File: src/rtl/isa_pkg.sv
// Shared ISA constants: base opcodes, 4-bit Opsel ALU codes (same encoding the
// control unit decodes) and the loader FSM state type.
package isa_pkg;

  localparam logic [6:0] OPC_RTYPE = 7'b0110011;
  localparam logic [6:0] OPC_ITYPE = 7'b0010011;

  localparam logic [3:0] OP_ADD  = 4'b0000;
  localparam logic [3:0] OP_SUB  = 4'b0001;
  localparam logic [3:0] OP_SLL  = 4'b0010;
  localparam logic [3:0] OP_SRL  = 4'b0011;
  localparam logic [3:0] OP_SLT  = 4'b0100;
  localparam logic [3:0] OP_SGT  = 4'b0101;
  localparam logic [3:0] OP_XOR  = 4'b0110;
  localparam logic [3:0] OP_SLA  = 4'b0111;
  localparam logic [3:0] OP_SRA  = 4'b1000;
  localparam logic [3:0] OP_AND  = 4'b1001;
  localparam logic [3:0] OP_OR   = 4'b1010;
  localparam logic [3:0] OP_NAND = 4'b1011;
  localparam logic [3:0] OP_NOR  = 4'b1100;
  localparam logic [3:0] OP_MUL  = 4'b1101;
  localparam logic [3:0] OP_MOV  = 4'b1110;

  typedef enum logic [1:0] {
    ST_IDLE   = 2'd0,
    ST_ACCEPT = 2'd1,
    ST_WRITE  = 2'd2,
    ST_FIN    = 2'd3
  } load_state_t;

endpackage

File: src/rtl/instr_encoder_loader_if.sv
// Request and instruction-memory write bus of the program loader.
// Handshake: a request transfers on a rising edge where req_valid and
// req_ready are both 1; the requester holds all req_* fields stable while
// req_valid is high and may not drop req_valid before the transfer.
// imem_we is a single-cycle write strobe qualifying imem_addr/imem_wdata.
interface instr_encoder_loader_if #(
  parameter int ADDR_W = 6
);
  logic              req_valid;
  logic              req_ready;
  logic [3:0]        req_opsel;
  logic              req_is_imm;
  logic [4:0]        req_rd;
  logic [4:0]        req_rs1;
  logic [4:0]        req_rs2;
  logic [11:0]       req_imm;
  logic              req_last;
  logic              imem_we;
  logic [ADDR_W-1:0] imem_addr;
  logic [31:0]       imem_wdata;

  modport master (
    output req_valid, req_opsel, req_is_imm, req_rd, req_rs1, req_rs2,
           req_imm, req_last,
    input  req_ready, imem_we, imem_addr, imem_wdata
  );

  modport slave (
    input  req_valid, req_opsel, req_is_imm, req_rd, req_rs1, req_rs2,
           req_imm, req_last,
    output req_ready, imem_we, imem_addr, imem_wdata
  );
endinterface

File: src/rtl/instr_field_encoder.sv
// Combinational Opsel -> (funct7, funct3) map and R/I-type word assembly.
// valid_enc is 0 when the Opsel has no encoding for the requested format.
module instr_field_encoder
  import isa_pkg::*;
(
  input  logic [3:0]  opsel,
  input  logic        is_imm,
  input  logic [4:0]  rd,
  input  logic [4:0]  rs1,
  input  logic [4:0]  rs2,
  input  logic [11:0] imm,
  output logic [31:0] word,
  output logic        valid_enc
);

  logic [6:0] funct7;
  logic [2:0] funct3;

  // Field lookup; I-type has its own smaller funct3 map and no funct7.
  always_comb begin
    funct7    = 7'd0;
    funct3    = 3'd0;
    valid_enc = 1'b1;
    if (is_imm) begin
      case (opsel)
        OP_ADD:  funct3 = 3'd0;
        OP_SLT:  funct3 = 3'd1;
        OP_AND:  funct3 = 3'd2;
        OP_OR:   funct3 = 3'd3;
        OP_XOR:  funct3 = 3'd4;
        OP_SLL:  funct3 = 3'd5;
        OP_SRL:  funct3 = 3'd6;
        OP_SRA:  funct3 = 3'd7;
        default: valid_enc = 1'b0;
      endcase
    end else begin
      case (opsel)
        OP_ADD:  begin funct7 = 7'd0; funct3 = 3'd0; end
        OP_SUB:  begin funct7 = 7'd0; funct3 = 3'd1; end
        OP_MUL:  begin funct7 = 7'd0; funct3 = 3'd2; end
        OP_SLL:  begin funct7 = 7'd1; funct3 = 3'd0; end
        OP_SRL:  begin funct7 = 7'd1; funct3 = 3'd1; end
        OP_SLA:  begin funct7 = 7'd1; funct3 = 3'd2; end
        OP_SRA:  begin funct7 = 7'd1; funct3 = 3'd3; end
        OP_SLT:  begin funct7 = 7'd2; funct3 = 3'd0; end
        OP_SGT:  begin funct7 = 7'd2; funct3 = 3'd1; end
        OP_XOR:  begin funct7 = 7'd3; funct3 = 3'd0; end
        OP_AND:  begin funct7 = 7'd3; funct3 = 3'd1; end
        OP_OR:   begin funct7 = 7'd3; funct3 = 3'd2; end
        OP_NAND: begin funct7 = 7'd3; funct3 = 3'd3; end
        OP_NOR:  begin funct7 = 7'd3; funct3 = 3'd4; end
        default: valid_enc = 1'b0;
      endcase
    end
  end

  assign word = is_imm ? {imm, rs1, funct3, rd, OPC_ITYPE}
                       : {funct7, rs2, rs1, funct3, rd, OPC_RTYPE};

endmodule

File: src/rtl/instr_encoder_loader.sv
// Program loader: encodes Opsel requests into R/I-type words and writes them
// to consecutive instruction-memory addresses starting at 0 for each session.
// A session ends on req_last or when the last address has been written.
module instr_encoder_loader
  import isa_pkg::*;
#(
  parameter int DEPTH  = 64,
  parameter int ADDR_W = $clog2(DEPTH)
) (
  input  logic                 clk,
  input  logic                 rst_n,
  input  logic                 start,
  instr_encoder_loader_if.slave bus,
  output logic                 busy,
  output logic                 done,
  output logic                 err,
  output logic [ADDR_W:0]      word_count,
  output load_state_t          state_dbg
);

  localparam logic [ADDR_W-1:0] LAST_ADDR = ADDR_W'(DEPTH - 1);

  load_state_t       state_q, state_d;
  logic [ADDR_W-1:0] addr_q;
  logic [ADDR_W:0]   count_q;
  logic [31:0]       word_q;
  logic              last_q;
  logic              err_q;
  logic [31:0]       enc_word;
  logic              enc_ok;
  logic              fire;

  instr_field_encoder u_enc (
    .opsel     (bus.req_opsel),
    .is_imm    (bus.req_is_imm),
    .rd        (bus.req_rd),
    .rs1       (bus.req_rs1),
    .rs2       (bus.req_rs2),
    .imm       (bus.req_imm),
    .word      (enc_word),
    .valid_enc (enc_ok)
  );

  assign fire = bus.req_valid && (state_q == ST_ACCEPT);

  // State register.
  always_ff @(posedge clk or negedge rst_n) begin
    if (!rst_n) state_q <= ST_IDLE;
    else        state_q <= state_d;
  end

  // Next-state: unencodable requests stay in ACCEPT unless they carry req_last.
  always_comb begin
    state_d = state_q;
    case (state_q)
      ST_IDLE:   if (start) state_d = ST_ACCEPT;
      ST_ACCEPT: begin
        if (fire) begin
          if (enc_ok)                 state_d = ST_WRITE;
          else if (bus.req_last)      state_d = ST_FIN;
        end
      end
      ST_WRITE:  state_d = (last_q || addr_q == LAST_ADDR) ? ST_FIN : ST_ACCEPT;
      ST_FIN:    state_d = ST_IDLE;
      default:   state_d = ST_IDLE;
    endcase
  end

  // Session datapath: address/count, captured word, sticky error.
  always_ff @(posedge clk or negedge rst_n) begin
    if (!rst_n) begin
      addr_q  <= '0;
      count_q <= '0;
      word_q  <= '0;
      last_q  <= 1'b0;
      err_q   <= 1'b0;
    end else begin
      case (state_q)
        ST_IDLE: begin
          if (start) begin
            addr_q  <= '0;
            count_q <= '0;
            err_q   <= 1'b0;
          end
        end
        ST_ACCEPT: begin
          if (fire) begin
            if (enc_ok) begin
              word_q <= enc_word;
              last_q <= bus.req_last;
            end else begin
              err_q  <= 1'b1;
            end
          end
        end
        ST_WRITE: begin
          addr_q  <= addr_q + 1'b1;
          count_q <= count_q + 1'b1;
        end
        default: ;
      endcase
    end
  end

  assign bus.req_ready  = (state_q == ST_ACCEPT);
  assign bus.imem_we    = (state_q == ST_WRITE);
  assign bus.imem_addr  = addr_q;
  assign bus.imem_wdata = word_q;
  assign busy           = (state_q == ST_ACCEPT) || (state_q == ST_WRITE);
  assign done           = (state_q == ST_FIN);
  assign err            = err_q;
  assign word_count     = count_q;
  assign state_dbg      = state_q;

endmodule

File: src/flat_wrapper.sv
// flat-port wrapper written by rule: the top's interface ports become plain ports
module instr_encoder_loader_flat import isa_pkg::*;
#(
  parameter int DEPTH  = 64,
  parameter int ADDR_W = $clog2(DEPTH)
)
  (clk, rst_n, start, busy, done, err, word_count, state_dbg, bus_req_valid, bus_req_opsel, bus_req_is_imm, bus_req_rd, bus_req_rs1, bus_req_rs2, bus_req_imm, bus_req_last, bus_req_ready, bus_imem_we, bus_imem_addr, bus_imem_wdata);
  instr_encoder_loader_if #(.ADDR_W(ADDR_W)) bus_i ();
  input  logic clk;
  input  logic rst_n;
  input  logic start;
  output logic busy;
  output logic done;
  output logic err;
  output logic [ADDR_W:0] word_count;
  output load_state_t state_dbg;
  input wire logic [$bits(bus_i.req_valid)-1:0] bus_req_valid;
  input wire logic [$bits(bus_i.req_opsel)-1:0] bus_req_opsel;
  input wire logic [$bits(bus_i.req_is_imm)-1:0] bus_req_is_imm;
  input wire logic [$bits(bus_i.req_rd)-1:0] bus_req_rd;
  input wire logic [$bits(bus_i.req_rs1)-1:0] bus_req_rs1;
  input wire logic [$bits(bus_i.req_rs2)-1:0] bus_req_rs2;
  input wire logic [$bits(bus_i.req_imm)-1:0] bus_req_imm;
  input wire logic [$bits(bus_i.req_last)-1:0] bus_req_last;
  output wire logic [$bits(bus_i.req_ready)-1:0] bus_req_ready;
  output wire logic [$bits(bus_i.imem_we)-1:0] bus_imem_we;
  output wire logic [$bits(bus_i.imem_addr)-1:0] bus_imem_addr;
  output wire logic [$bits(bus_i.imem_wdata)-1:0] bus_imem_wdata;
  assign bus_i.req_valid = bus_req_valid;
  assign bus_i.req_opsel = bus_req_opsel;
  assign bus_i.req_is_imm = bus_req_is_imm;
  assign bus_i.req_rd = bus_req_rd;
  assign bus_i.req_rs1 = bus_req_rs1;
  assign bus_i.req_rs2 = bus_req_rs2;
  assign bus_i.req_imm = bus_req_imm;
  assign bus_i.req_last = bus_req_last;
  assign bus_req_ready = bus_i.req_ready;
  assign bus_imem_we = bus_i.imem_we;
  assign bus_imem_addr = bus_i.imem_addr;
  assign bus_imem_wdata = bus_i.imem_wdata;
  instr_encoder_loader #(.DEPTH(DEPTH), .ADDR_W(ADDR_W)) u_core (.clk(clk), .rst_n(rst_n), .start(start), .bus(bus_i), .busy(busy), .done(done), .err(err), .word_count(word_count), .state_dbg(state_dbg));
endmodule
File: config.mk
export PLATFORM = sky130hd
export DESIGN_NAME = instr_encoder_loader_flat
export DESIGN_NICKNAME = d
export VERILOG_FILES = /design/src/rtl/isa_pkg.sv /design/src/rtl/instr_encoder_loader_if.sv /design/src/rtl/instr_field_encoder.sv /design/src/rtl/instr_encoder_loader.sv /design/src/flat_wrapper.sv
export SDC_FILE = /design/constraint.sdc
export NUM_CORES = 1
export LEC_CHECK = 0
export BUFFER_PORTS_ARGS = -buffer_cell sky130_fd_sc_hd__buf_2
export CELL_PAD_IN_SITES_DETAIL_PLACEMENT = 1
export CELL_PAD_IN_SITES_GLOBAL_PLACEMENT = 2
export CORE_AREA = 2 2 92 94
export DETAILED_ROUTE_END_ITERATION = 16
export DIE_AREA = 0 0 94 96
export PLACE_DENSITY = 0.8
export SETUP_SLACK_MARGIN = 0.1
export SYNTH_ARGS = -nofsm -noshare
export SYNTH_HDL_FRONTEND = slang
export SYNTH_HIERARCHICAL = 1
export SYNTH_SLANG_ARGS = --single-unit
File: constraint.sdc
create_clock -name clk -period 3.15 [get_ports clk]
set_clock_uncertainty 0.05 [all_clocks]
set_input_delay 0.945 -clock clk [delete_from_list [all_inputs] [get_ports clk]]
set_output_delay 0.945 -clock clk [all_outputs]
set_load 0.01 [all_outputs]
==> results summary, run 1 <==
During synthesis, Yosys emitted a total of 6 warnings. Buffers placed on the I/O ports in this run total a little under 90. The clock latency on the worst-skew pair came out at roughly 0.29 ns. The total wirelength of the detailed-routed design came out at 5.925 mm. The number of global-route vias before repair came to between 2000 and 2500. The share of the cycle needed by the critical path after routing is 0.8165. The worst setup path is launched from a flip-flop. After synthesis, the share of flip-flops with an asynchronous set or reset is 1.000. At the worst endpoint, the arrival time is between 1.5 and 2 ns. The first routing iteration left 31 violations. The total routing resource utilization after global routing came out at 0.1381. The DRC violation count after routing is 0. For this run, the leading register cell type out of synthesis is sky130_fd_sc_hd__dfrtp_1. The shortest clock period the worst path allows after layout came out at 2.572 ns. The largest net degree at the start of global routing is 23. The count of hold-fix buffers inserted at cts is 0. The pre-antenna-repair detailed-routing pass consisted of 3 iterations. The final antenna-violating net count is 0. The initial core utilization came out at 0.3181. The floorplan step defined a die boundary enclosing 9024 sq um. The routed wire length per instance is 14.38 microns.

The layout filler cell count is 937. The number of buffers added by the clock tree synthesis step came out at 5. For this design, the slowest cell found on the critical path is sky130_fd_sc_hd__ha_1. The run finished with clean final reports. Setup repair after global routing left no endpoint under its margin.

The number of register bits inferred by synthesis is between 40 and 50. The number of failing setup endpoints in the final timing report came out at 0. The vias per cell is 4.879. The maximum fanout along the worst path is 13. The number of instances in the synthesized netlist is 229.

After clock tree synthesis, the setup repair step added 0 buffers. The critical path goes through inv_1 > ha_1 > buf_2. The TritonCTS clock tree is yes.

The congestion estimate from routability-driven global placement came to 0.6939. The die outline width is 94 microns. The combined flip-flop and latch cell area came out at 1226 sq um. The sequential cell area fraction in the yosys report is 0.4787. At the end of the flow the core is filled with cells to 0.3905. At the end of the flow, the number of nets in the layout was 349. The final antenna diode count came out at 0. For this run, the slowest stage of the critical path takes approximately 0.48 ns. Summed over all failing endpoints, the final setup total negative slack is 0 ns. The number of flops mapped to enable cells by yosys came out at 0.

The initial antenna violation count is 0. Summed over all cells, the static leakage comes to ~1.5 nW. The number of maximum-capacitance constraint violations is 0. STA classifies the critical path endpoint as an output port.

The I/O pin total is 89. The synthesized area divided by synthesized cell count came out at 11.18 sq um. The ratio of cells with drive above 1 in the final layout is 0.4691. The number of standard-cell rows in the floorplan is 33. The area inside the core boundary came out at slightly above 8000 sq um.

The final number of max-transition violations came to 0. The number of levels in the clock H-tree came out at 2. The first global-routing pass estimated 9.880 mm of wire. The worst hold-check slack is 0.4561 ns. In the final layout, the multi-input gates occupy 1141 sq um. The detailed-placement wirelength estimate is 4.440 mm. In this run the cell area of the synthesized design comes to 2561 sq um. Clock-pin slew was measured on the worst setup and hold paths at 0.09 ns.

The maximum clock path buffer count is 2. For this design the ratio of total power to cell area is 863.0 nW/um^2. The cell area reported after detailed placement came out at 3010 sq um.

The count of vias placed by the detailed router came out at 2010. The total count of hold-check failures in the final report came out at 0. The count of clock tree sinks came out at 49. CTS placed an instance of sky130_fd_sc_hd__clkbuf_8 at the clock tree root. The layout overhead on the synthesized area is 22.77%. The path class of the lowest-slack min-delay path is reg2reg. The total of cells resized after clock tree synthesis came out at 0. The worst path meets setup with 0.5780 ns of slack. Timing analysis after detailed placement gives a worst setup slack of 0.6593 ns. Summing all non-filler instances in the final layout gives an area of 3144 sq um. The worst voltage drop across the vdd grid came out at 297.7 uV. The height of the chip came out at 96 microns.

The synthesized netlist contains 42 unique library cells. The achievable clock frequency is 388.8 MHz. The worst setup path is of the reg2out kind. The remaining global-route overflow came out at 0.

For the worst setup path, the data required time is between 2 and 2.5 ns.
-- report_power, final --
group	internal, mW	switching [mW]	total, mW
logic	0.542	0.576	1.12
registers	0.897	0.171	1.07
clock network	0.316	0.212	0.527
total	1.75	0.959	2.71
-- worst max-delay path: cells and delay by family (launching register included) --
family | cells | cell delay, ns
buffers and inverters | 2 | 0.38
adders and majority gates | 1 | 0.48
DFF | 1 | 0.42
-- synth_stat cells, types with 4 or more instances --
| master | number | share of area |
|---|---|---|
| sky130_fd_sc_hd__dfrtp_1 | 49 | 0.48 |
| sky130_fd_sc_hd__mux2_2 | 38 | 0.17 |
| sky130_fd_sc_hd__buf_4 | 16 | 0.047 |
| sky130_fd_sc_hd__nand2_1 | 14 | 0.021 |
| sky130_fd_sc_hd__o21ai_0 | 14 | 0.027 |
| sky130_fd_sc_hd__a21oi_1 | 11 | 0.021 |
| sky130_fd_sc_hd__inv_1 | 7 | 0.010 |
| sky130_fd_sc_hd__buf_2 | 6 | 0.012 |
| sky130_fd_sc_hd__ha_1 | 6 | 0.029 |
| sky130_fd_sc_hd__and2_1 | 5 | 0.012 |
| sky130_fd_sc_hd__a31oi_1 | 4 | 0.0098 |
| sky130_fd_sc_hd__clkbuf_1 | 4 | 0.0059 |
| sky130_fd_sc_hd__nand3_1 | 4 | 0.0078 |
| sky130_fd_sc_hd__nor2_1 | 4 | 0.0059 |
| sky130_fd_sc_hd__or3_1 | 4 | 0.0098 |
-- metrics by stage --
stage | cells | power, mW
2_1_floorplan | 233 | 1.771
3_3_place_gp | 404 | 2.185
3_5_place_dp | 404 | 2.230
4_1_cts | 412 | 2.772
5_1_grt | 412 | 2.935
6_report | 412 | 2.714
-- cells by family after synthesis --
kind of cell    share of synthesized area
buf+inv                           0.08354
simple gates                       0.1016
compound gates                     0.1226
flops                              0.4788
other cells                      0.002932
mux                                0.1768
fa+ha+maj                         0.03371
-- routing by layer --
metal  GRT usage  up-vias  routed length, microns
met5           0        -                       0
met4     0.03986        0                      66
met3     0.02976        5                     350
met2      0.2452       49                    2926
met1      0.1692     1008                    2581
li1            -      948                       -
-- cell usage in the layout (no fill, tap or decap), types with 2 or more instances in the layout --
| cell | synthesis | layout |
|---|---|---|
| sky130_fd_sc_hd__clkbuf_8 | 0 | 5 |
| sky130_fd_sc_hd__nand3_1 | 4 | 3 |
| sky130_fd_sc_hd__o31ai_1 | 2 | 2 |
| sky130_fd_sc_hd__or3_1 | 4 | 4 |
| sky130_fd_sc_hd__o21ai_0 | 14 | 14 |
| sky130_fd_sc_hd__conb_1 | 2 | 6 |
| sky130_fd_sc_hd__bufinv_16 | 0 | 2 |
| sky130_fd_sc_hd__nand4b_1 | 2 | 2 |
| sky130_fd_sc_hd__buf_2 | 6 | 88 |
| sky130_fd_sc_hd__mux2_2 | 38 | 38 |
| sky130_fd_sc_hd__a211o_1 | 2 | 2 |
| sky130_fd_sc_hd__nor2_1 | 4 | 4 |
| sky130_fd_sc_hd__and3_1 | 3 | 3 |
| sky130_fd_sc_hd__a31oi_1 | 4 | 4 |
| sky130_fd_sc_hd__dfrtp_1 | 49 | 49 |
| sky130_fd_sc_hd__nor3b_1 | 2 | 2 |
| sky130_fd_sc_hd__buf_4 | 16 | 6 |
| sky130_fd_sc_hd__or4_1 | 2 | 2 |
| sky130_fd_sc_hd__a32o_1 | 2 | 2 |
| sky130_fd_sc_hd__inv_1 | 7 | 7 |
| sky130_fd_sc_hd__and2_1 | 5 | 5 |
| sky130_fd_sc_hd__nand2_1 | 14 | 14 |
| sky130_fd_sc_hd__a21oi_1 | 11 | 11 |
| sky130_fd_sc_hd__o211ai_1 | 3 | 3 |
| sky130_fd_sc_hd__ha_1 | 6 | 6 |
| sky130_fd_sc_hd__nor2b_1 | 3 | 3 |
| sky130_fd_sc_hd__nand2b_1 | 3 | 3 |
-- flip-flops by register name (all words and copies together), names as in the netlist --
name	count
u_core/err	1
u_core/state_dbg	2
u_core/word_count	7
u_core/last_q	1
u_core/bus.imem_addr	6
u_core/bus.imem_wdata	32
-- layout make-up --
class                      count  share of cell area
clock buffer                   5             0.02189
tap                          105             0.04178
multi-input combinational    149              0.3629
timing repair buffer          94              0.1544
inverter                       7            0.008357
clock inverter                 3             0.02069
sequential                    49              0.3900
-- final timing paths --
check                                                       from                                    end  depth (start not counted)  slack [ns]
setup / recovery                 u_core/state_dbg[0]$_DFFE_PN0P_                            bus_imem_we                          3        0.58
min in group asynchronous                                  rst_n   u_core/bus.imem_wdata[9]$_DFFE_PN0P_                          1        0.51
hold / removal             u_core/bus.imem_wdata[30]$_DFFE_PN0P_  u_core/bus.imem_wdata[30]$_DFFE_PN0P_                          1        0.46
hold reg to reg            u_core/bus.imem_wdata[30]$_DFFE_PN0P_  u_core/bus.imem_wdata[30]$_DFFE_PN0P_                          1        0.46
setup reg to reg                 u_core/state_dbg[0]$_DFFE_PN0P_       u_core/word_count[5]$_DFFE_PN0P_                          6        0.96
max in group asynchronous                                  rst_n    u_core/bus.imem_addr[3]$_DFFE_PN0P_                          2        1.93
No activity file was read; power rests on OpenSTA's default activity.
==> run 2, diff against run 1 <==
--- a/config.mk
+++ b/config.mk
@@ -8,10 +8,10 @@
 export BUFFER_PORTS_ARGS = -buffer_cell sky130_fd_sc_hd__buf_2
 export CELL_PAD_IN_SITES_DETAIL_PLACEMENT = 1
 export CELL_PAD_IN_SITES_GLOBAL_PLACEMENT = 2
-export CORE_AREA = 2 2 92 94
+export CORE_AREA = 2 2 94 96
 export DETAILED_ROUTE_END_ITERATION = 16
-export DIE_AREA = 0 0 94 96
-export PLACE_DENSITY = 0.8
+export DIE_AREA = 0 0 96 98
+export PLACE_DENSITY = 0.77
 export SETUP_SLACK_MARGIN = 0.1
 export SYNTH_ARGS = -nofsm -noshare
 export SYNTH_HDL_FRONTEND = slang
==> constraint.sdc (replaced) <==
create_clock -name clk -period 2.7 [get_ports clk]
set_clock_uncertainty 0.05 [all_clocks]
set_input_delay 0.81 -clock clk [delete_from_list [all_inputs] [get_ports clk]]
set_output_delay 0.81 -clock clk [all_outputs]
set_load 0.01 [all_outputs]
==> results summary, run 2 (same netlist as run 1, synthesis figures left out) <==
The detailed-placement wirelength estimate came out at 4.394 mm. The total of cells resized after clock tree synthesis is 0. Static timing analysis puts the maximum clock frequency at approximately 440 MHz.

STA classifies the critical path startpoint as a flip-flop. Setup repair after global routing left no endpoint under its margin. After layout, the design draws a total of 3.196 mW. The number of maximum-capacitance constraint violations came out at 0. The clock reaches the later pin of the worst-skew pair after about 0.30 ns.

Port buffering added 88 buffers. From synthesis to final layout, the design area changed by 23.89%. The final number of max-transition violations came out at 0. The count of hold-fix buffers inserted at cts came out at 0. The summed negative setup slack over all endpoints came out at 0 ns. The flow ran to the end, and the final reports show no timing, DRC or antenna violations. The type of element capturing the critical path is an output port. The die outline width came out at about 96 microns. In the layout the commonest cells are sky130_fd_sc_hd__buf_2 (88), sky130_fd_sc_hd__dfrtp_1 (49), sky130_fd_sc_hd__mux2_2 (38). The initial antenna violation count was 0. The first TritonRoute pass finished after 4 iterations. STA puts the critical path data arrival time at around 1.4 ns. The DRC marker count from the first detailed-route iteration is 40. The first global-routing pass estimated 9.949 mm of wire. TritonCTS built the clock tree. The total count of hold-check failures in the final report is 0. The cell leakage power is 1.546 nW. The I/O pin total is slightly below 90. Of the cells placed in the final design, the portion with a size suffix greater than 1 is 0.4691. The register with the most flip-flops in the layout has 32 of them.

The maximum fanout along the worst path came out at 7. The initial core utilization is 0.3025. In this run the clock root is driven by a sky130_fd_sc_hd__clkbuf_8. 0 antenna diodes ended up in the layout. The routed layout has 1981 vias. After detailed placement, the total cell area comes to 3039 sq um. Leaving out fill and tap cells, the most frequent cell in the layout is sky130_fd_sc_hd__buf_2.

The setup path with the least slack is of type reg2out. The number of standard-cell rows in the floorplan came out at 34. The largest net degree at the start of global routing came out at 50. The remaining global-route overflow is 0. The number of failing setup endpoints in the final timing report came out at 0.

Post-CTS timing repair inserted 0 buffers for setup. The power per standard cell area is 1007 nW/um^2. The count of clock tree sinks is ~50.

The vias per cell came out at 4.773. The shortest clock period the worst path allows after layout came out at 2.253 ns. The total routing resource utilization after global routing came out at 0.1336. The worst voltage drop across the vdd grid came out at around 360 uV. The overall die area came out at 9408 sq um.

The total wirelength of the detailed-routed design came out at 5.935 mm. After clock tree synthesis, the clock-pin slew on the worst setup and hold paths is approximately 0.09 ns. The net total in the final layout is approximately 350.

The final antenna-violating net count is 0. The layout filler cell count is 988. The number of buffers added by the clock tree synthesis step is 5. The routed wire length per instance came out at 14.30 microns. The DRC violation count after routing is 0.

The area inside the core boundary is 8466 sq um. The share of the cycle needed by the critical path after routing came out at 0.8344. The weighted congestion at the end of routability-driven global placement came out at 0.7551. The clock passes through at most 2 buffers.

The height of the chip came out at 98 microns. The critical path data required time is 1.84 ns. The tightest min-delay check is of the in2async type. The clock tree synthesis step divided the H-tree into 2 levels.

The area of all placed cells without fillers came out at 3173 sq um. The number of global-route vias before repair is 2099.
==> run 2: layer usage <==
metal,GRT usage,vias up,part of all wire
li1,-,949,-
met1,0.1654,973,0.44
met2,0.2270,53,0.49
met3,0.03318,6,0.056
met4,0.03956,0,0.013
met5,0,-,0
==> run 2: worst max-delay path: stages (launching register included) <==
cell                      delay [ns]
sky130_fd_sc_hd__dfrtp_1        0.46
sky130_fd_sc_hd__inv_1          0.13
sky130_fd_sc_hd__ha_1           0.31
sky130_fd_sc_hd__buf_2          0.19
==> run 2: power by group <==
group / switching [mW] / internal [mW] / total [mW]
combinational: 0.679 / 0.648 / 1.33
clock: 0.254 / 0.368 / 0.622
sequential: 0.200 / 1.05 / 1.25
total: 1.13 / 2.06 / 3.20
==> run 2: final cells by class <==
class,instances,area (sq um),area share
inverter,7,26.28,0.008281
sequential,49,1226,0.3864
clock buffer,5,68.82,0.02169
timing repair buffer,94,510.5,0.1609
clock inverter,3,65.06,0.02050
multi-input combinational,149,1141,0.3596
tap,108,135.1,0.04259
==> run 2: final timing paths <==
path                                                       startpoint                               endpoint  slack, ns  cells past startpoint
worst min register to register  u_core/bus.imem_wdata[30]$_DFFE_PN0P_  u_core/bus.imem_wdata[30]$_DFFE_PN0P_       0.46                      1
worst min-delay path                                            rst_n   u_core/bus.imem_wdata[9]$_DFFE_PN0P_       0.43                      2
max in group asynchronous                                       rst_n  u_core/bus.imem_wdata[27]$_DFFE_PN0P_       1.92                      2
min in group clk                u_core/bus.imem_wdata[30]$_DFFE_PN0P_  u_core/bus.imem_wdata[30]$_DFFE_PN0P_       0.46                      1
worst max-delay path                  u_core/state_dbg[1]$_DFFE_PN0P_                          bus_req_ready       0.45                      3
worst max register to register        u_core/state_dbg[1]$_DFFE_PN0P_       u_core/word_count[5]$_DFFE_PN0P_       0.64                      6
==> run 2: stage by stage <==
stage,utilization,hold WS [ns],instances,setup slack (ns)
after floorplan,-,0.4300,233,0.3586
after global placement,0.3590,0.4322,407,0.3810
after detailed placement,0.3590,0.4391,407,0.3395
after CTS,0.3748,0.4419,415,0.4173
after global routing,0.3748,0.4359,415,0.3112
final,0.3748,0.4307,415,0.4470
